--- src/rtl/regfile_scan_ctrl_pkg.sv ---
// Shared definitions for the serial register-file debug access controller.
//   WORD_LENGTH : default register width (data frame length in bits)
//   CMD_READ / CMD_WRITE : values of the frame's leading command bit
//   state_t     : controller FSM states, also exported on the debug port
package regfile_scan_ctrl_pkg;

    localparam int WORD_LENGTH = 32;

    localparam logic CMD_READ  = 1'b0;
    localparam logic CMD_WRITE = 1'b1;

    typedef enum logic [2:0] {
        IDLE  = 3'd0,
        CMD   = 3'd1,
        ADDR  = 3'd2,
        WDATA = 3'd3,
        ARB   = 3'd4,
        XFER  = 3'd5,
        RDATA = 3'd6,
        DONE  = 3'd7
    } state_t;

endpackage

--- src/rtl/regfile_scan_ctrl_shift.sv ---
// scan_shift_reg: WIDTH-bit data register with parallel load and
// shift-right (serial in at the MSB, serial out from the LSB).
//   clk, rst       : clock, asynchronous active-low reset (clears q)
//   load/load_data : parallel load, takes priority over shift
//   shift/sin      : shift right one place, sin enters at bit WIDTH-1
//   q / sout       : register contents / current LSB
module scan_shift_reg #(
    parameter int WIDTH = 32
) (
    input  logic             clk,
    input  logic             rst,
    input  logic             load,
    input  logic [WIDTH-1:0] load_data,
    input  logic             shift,
    input  logic             sin,
    output logic [WIDTH-1:0] q,
    output logic             sout
);

    always_ff @(posedge clk or negedge rst) begin
        if (!rst) begin
            q <= '0;
        end else if (load) begin
            q <= load_data;
        end else if (shift) begin
            q <= {sin, q[WIDTH-1:1]};
        end
    end

    assign sout = q[0];

endmodule

--- src/rtl/regfile_scan_ctrl.sv ---
// regfile_scan_ctrl: bit-serial debug access controller for a register file.
// A frame is 1 command bit, ADDR_W address bits and (for writes) WIDTH data
// bits, all LSB first. The controller then requests the file port from the
// core, commits the write or captures the read word, and for reads shifts
// the word back out LSB first.
//   clk, rst            : clock, asynchronous active-low reset
//   sEnable             : frame enable (rising edge starts, low aborts/ends)
//   sValid / sIn        : bit strobe / serial data in
//   sOut / sReady       : serial read data out / controller takes a bit now
//   sErr                : sticky strobe-while-not-ready flag, cleared per frame
//   done                : one-cycle pulse when a frame completes
//   regReq / regGnt     : file port request / grant from the core
//   rfRead*, rfWrite*   : register file read and write port
//   dbg_state           : current FSM state
//
// Serial handshake: a bit is transferred on a clock edge where both sValid
// and sReady are high; sValid while sReady is low drops the bit and sets
// sErr (except in IDLE, where strobes are simply ignored).
module regfile_scan_ctrl
    import regfile_scan_ctrl_pkg::*;
#(
    parameter  int SIZE   = 16,
    parameter  int WIDTH  = WORD_LENGTH,
    localparam int ADDR_W = $clog2(SIZE)
) (
    input  logic              clk,
    input  logic              rst,
    input  logic              sEnable,
    input  logic              sValid,
    input  logic              sIn,
    output logic              sOut,
    output logic              sReady,
    output logic              sErr,
    output logic              done,
    output logic              regReq,
    input  logic              regGnt,
    output logic [ADDR_W-1:0] rfReadAddr,
    input  logic [WIDTH-1:0]  rfReadData,
    output logic              rfWriteEnable,
    output logic [ADDR_W-1:0] rfWriteAddr,
    output logic [WIDTH-1:0]  rfWriteData,
    output state_t            dbg_state
);

    localparam int CNT_W = $clog2(WIDTH + 1);

    state_t             state;
    logic               en_q;
    logic               cmd_q;
    logic [ADDR_W-1:0]  addr_q;
    logic [CNT_W-1:0]   cnt;
    logic               err_q;
    logic               done_q;

    logic               rise;
    logic               ready;
    logic               addr_last;
    logic               data_last;
    logic               data_load;
    logic               data_shift;
    logic               data_sin;
    logic [WIDTH-1:0]   data_q;
    logic               data_sout;

    assign rise      = sEnable & ~en_q;
    assign ready     = (state == CMD) || (state == ADDR) ||
                       (state == WDATA) || (state == RDATA);
    assign addr_last = (cnt == CNT_W'(ADDR_W - 1));
    assign data_last = (cnt == CNT_W'(WIDTH - 1));

    // The data register assembles write data, captures read data in XFER
    // and drains it (zero-filled) during readout.
    assign data_load  = (state == XFER) && (cmd_q == CMD_READ);
    assign data_shift = sValid && ((state == WDATA) || (state == RDATA));
    assign data_sin   = (state == WDATA) ? sIn : 1'b0;

    scan_shift_reg #(.WIDTH(WIDTH)) u_data (
        .clk       (clk),
        .rst       (rst),
        .load      (data_load),
        .load_data (rfReadData),
        .shift     (data_shift),
        .sin       (data_sin),
        .q         (data_q),
        .sout      (data_sout)
    );

    always_ff @(posedge clk or negedge rst) begin
        if (!rst) begin
            state  <= IDLE;
            en_q   <= 1'b0;
            cmd_q  <= 1'b0;
            addr_q <= '0;
            cnt    <= '0;
            err_q  <= 1'b0;
            done_q <= 1'b0;
        end else begin
            en_q   <= sEnable;
            done_q <= 1'b0;
            if ((state != IDLE) && sValid && !ready) begin
                err_q <= 1'b1;
            end
            case (state)
                IDLE: begin
                    cnt <= '0;
                    if (rise) begin
                        state <= CMD;
                        err_q <= 1'b0;
                    end
                end
                CMD: begin
                    if (!sEnable) begin
                        state <= IDLE;
                    end else if (sValid) begin
                        cmd_q <= sIn;
                        state <= ADDR;
                    end
                end
                ADDR: begin
                    if (!sEnable) begin
                        state <= IDLE;
                    end else if (sValid) begin
                        addr_q <= {sIn, addr_q[ADDR_W-1:1]};
                        if (addr_last) begin
                            cnt   <= '0;
                            state <= (cmd_q == CMD_WRITE) ? WDATA : ARB;
                        end else begin
                            cnt <= cnt + 1'b1;
                        end
                    end
                end
                WDATA: begin
                    if (!sEnable) begin
                        state <= IDLE;
                    end else if (sValid) begin
                        if (data_last) begin
                            cnt   <= '0;
                            state <= ARB;
                        end else begin
                            cnt <= cnt + 1'b1;
                        end
                    end
                end
                ARB: begin
                    if (!sEnable) begin
                        state <= IDLE;
                    end else if (regGnt) begin
                        state <= XFER;
                    end
                end
                XFER: begin
                    // The port access always completes; a dropped enable
                    // only skips the readout and goes straight to DONE.
                    if (!sEnable || (cmd_q == CMD_WRITE)) begin
                        state  <= DONE;
                        done_q <= 1'b1;
                    end else begin
                        state <= RDATA;
                    end
                end
                RDATA: begin
                    if (!sEnable) begin
                        state <= IDLE;
                    end else if (sValid) begin
                        if (data_last) begin
                            cnt    <= '0;
                            state  <= DONE;
                            done_q <= 1'b1;
                        end else begin
                            cnt <= cnt + 1'b1;
                        end
                    end
                end
                DONE: begin
                    if (!sEnable) begin
                        state <= IDLE;
                    end
                end
                default: state <= IDLE;
            endcase
        end
    end

    assign sReady        = ready;
    assign sOut          = (state == RDATA) & data_sout;
    assign sErr          = err_q;
    assign done          = done_q;
    assign regReq        = (state == ARB) || (state == XFER);
    assign rfWriteEnable = (state == XFER) && (cmd_q == CMD_WRITE);
    assign rfReadAddr    = addr_q;
    assign rfWriteAddr   = addr_q;
    assign rfWriteData   = data_q;
    assign dbg_state     = state;

endmodule
--- config.mk ---
export PLATFORM = sky130hd
export DESIGN_NAME = regfile_scan_ctrl
export DESIGN_NICKNAME = d
export VERILOG_FILES = /design/src/rtl/regfile_scan_ctrl_pkg.sv /design/src/rtl/regfile_scan_ctrl_shift.sv /design/src/rtl/regfile_scan_ctrl.sv
export SDC_FILE = /design/constraint.sdc
export NUM_CORES = 1
export LEC_CHECK = 0
export CORE_MARGIN = 1.5
export CORE_UTILIZATION = 49
export CTS_CLUSTER_SIZE = 40
export DETAILED_ROUTE_END_ITERATION = 16
export PLACE_DENSITY = 0.95
export SETUP_SLACK_MARGIN = 0.1
export SYNTH_ARGS = -nofsm -noshare
export SYNTH_HDL_FRONTEND = slang
export SYNTH_HIERARCHICAL = 1
export SYNTH_SLANG_ARGS = --single-unit
--- constraint.sdc ---
create_clock -name clk -period 2.7 [get_ports clk]
set_clock_uncertainty 0.05 [all_clocks]
set_input_delay 0.675 -clock clk [delete_from_list [all_inputs] [get_ports clk]]
set_output_delay 0.675 -clock clk [all_outputs]
set_load 0.01 [all_outputs]
==> reports/qor.yml <==
synthesis:
  yosysTopAreaCellShare_pct: 46.9
  synth_nets: 299
  synth_ff_type: "dfrtp_1"
  yosysSeqAreaShare_pct: 46.9
  synth-edff-count: 0
  synth_warnings: 6
  synthesis.area_um2: 2620
  yosysTopAreaCell: "dfrtp_1"
  synth.area.top_cells: "dfrtp_1, mux2i_1, nand2_1"
  yosys.cell_types.count: 45
  ys_ff_latch: 49
  syn_inst: 260
  async_flop_share_pct: 100
  synth.avg_cell_area_um2: 10.1
sta:
  fin_setup_tns_ps: 0
  fin_crit_ps: 2510
  hold_viol: 0
  worstMarginPinSlew_ps: 595
  drv_slew: 0
  fin_crit_sh_pct: 92.9
  setup_viol: 0
  rsz0062_at_grt: "false"
  relSlewSlack_pct: 60.3
  fmax_mhz: 399
global_route:
  grt_max_degree: 65
  busiest_layer: "met2"
  antenna_found_initial: 0
  grt_pass1_vias: 2174
  grt_util_met3_pct: 4.31
  grt_overflow: 0
  grtUsageMet2_pct: 39.4
  grt_pass1_wl_um: 10600
  grt_use_met1_pct: 29.1
  grtUsageTotal_pct: 22.4
critical_path:
  cp_data_required_time_ps: 1980
  start_kind: "flip-flop"
  slowest_stage: "clkdlybuf4s50_1"
  cp-end-kind: "output pin"
  path_class: "flip-flop to output pin"
  critical_path.max_stage_delay_ps: 530
  reg2reg_setup_slack_ps: 720
  r2r_cells: 5
  worstPathMaxFanout: 13
  crit_arrival_ps: 1780
  crit_chain: "buf_4, nor2b_2, and3_1, clkdlybuf4s50_1"
clock_tree:
  cts.sinks: 49
  numCtsBuffers: 5
  ctsHoldBuffers: 0
  htreeDepth: 2
  clk-insertion-delay-late_ps: 300
  cts_tree: "built"
  ctsRootBufferMaster: "clkbuf_8"
  cts.clk_slew.worst_paths_ps: 90
  clock_path_buffers: 2
pwr:
  swShare_pct: 37.1
  pwr-share-seq_pct: 35.6
  p_clk_share_pct: 13.0
  comb_power_share_pct: 51.4
  p_switching_mw: 1.29
  powerDensity_nw_per_um2: 977
  intPower_mw: 2.19
  ir_worst_vdd_uv: 533
  power_leakage_nw: 1.40
route:
  vias: 2247
  drt_iter0_markers: 102
  drc: 0
  wire_per_inst_um: 15.3
  drt_wl_total_um: 6280
  first_pass_iters: 4
  ant_nets: 0
  vias_per_cell: 5.49
placement:
  port-buffer-count: 86
  hpwl_um: 4490
  place_area_um2: 3460
  gp_congestion: 0.911
layout:
  final_common_cell: "clkdlybuf4s50_1"
  design_area_um2: 3560
  syn2layout_area_growth_pct: 36.1
  final_cell_mix: "clkdlybuf4s50_1, dfrtp_1, nand2_1"
  antenna_cells: 0
  drive_gt1_share_pct: 10.0
  nets: 377
floorplan:
  start_util_pct: 50.9
  die_area_um2: 5780
  core-area_um2: 5140
  die_x_um: 76.1
  rows: 26
  ios: 87
  die_h_um: 76.1
status:
  status: "completed"
hold_path:
  hold_path_class: "input port to async pin"
job:
  maxCapViolCount: 0
state kept, by name, indices dropped and copies added (netlist names):
signal and count:
en_q 1, done 1, sErr 1, rfReadAddr 4, dbg_state 3, cmd_q 1, cnt 6, u_data/q 32
per-stage QoR:
step | worst slack, ps | cells | total power [mW] | utilization [%] | hold slack, ps
floorplan | 591 | 260 | 2.22 | - | 329
global placement | 170 | 401 | 2.96 | 67.3 | 448
detailed placement | 128 | 401 | 3.03 | 67.3 | 454
CTS | 142 | 409 | 3.49 | 69.2 | 253
global route | 137 | 409 | 3.71 | 69.3 | 263
finish | 192 | 409 | 3.48 | 69.3 | 249
final timing paths:
check	from	to
min in group clk	cnt[1]$_DFFE_PN0P_	cnt[1]$_DFFE_PN0P_
worst min register to register	cnt[1]$_DFFE_PN0P_	cnt[1]$_DFFE_PN0P_
max in group asynchronous	rst	u_data/q[28]$_DFFE_PN0P_
worst min-delay path	rst	u_data/q[6]$_DFFE_PN0P_
worst max register to register	cnt[0]$_DFFE_PN0P_	cnt[5]$_DFFE_PN0P_
worst max-delay path	dbg_state[0]$_DFFE_PN0P_	sOut
worst max-delay path, delay by kind of cell (launching register included):
family	cells	cell delay [ps]
and+or+nand+nor	2	310
DFF	1	440
buffers and inverters	2	720
power by group through the flow:
stage	combinational, mW	sequential [mW]	clock, mW
finish	1.79	1.24	0.451
global route	1.93	1.28	0.502
CTS	1.79	1.24	0.469
detailed placement	1.78	1.25	0
global placement	1.72	1.23	0
floorplan	0.900	1.32	0
cells in the mapped netlist, types with 2 or more instances:
master    count
nand3_1       3
or2_2         2
buf_12        3
xor2_1        2
nor4_1        2
o31ai_1       2
nand2b_1      2
a22o_1        2
dfrtp_1      49
mux2i_1      32
nor3_1        6
mux2_2        7
nor3b_1       2
nand2_1      40
buf_4         6
a21oi_1       4
o21ai_1      28
o21ai_2       2
a41o_1        2
nor2b_1       5
o21ai_0       8
o22ai_1       3
and3_1        3
clkbuf_1      2
buf_2        11
inv_1         5
or3_1         3
nor2_1        6
and4b_1       2
routing by layer:
layer  vias to the layer above  wire (um)
met5                         -          0
met4                         0         61
met3                         8        324
met2                        93       3170
met1                      1072       2720
li1                       1074          -
cells by family (layout without fill, tap and decap cells):
logic type,Yosys count,in the layout,share of synthesized area (%)
AND/OR/NAND/NOR,81,81,15.1
multiplexers,39,39,15.3
buffers and inverters,28,107,7.56
adder cells (fa/ha/maj),1,1,0.478
AO/OA/AOI/OAI,59,59,13.7
XOR/XNOR,3,3,1.00
flip-flops,49,49,46.9
cell type report:
cell class              instances  area [um^2]
clock buffers                   6         82.6
clock inverters                 2         13.8
fillers                       436         1580
inverters                       5         18.8
multi-input cells             183         1200
flip-flops and latches         49         1230
well taps                      70         87.6
repair buffers                 94          928
timing repair:
action / in CTS / in global routing
gates resized for setup: 0 / 2
endpoints found under the setup margin: 0 / 1
buffers inserted: 0 / 0
(Power assumes the default switching activity.)
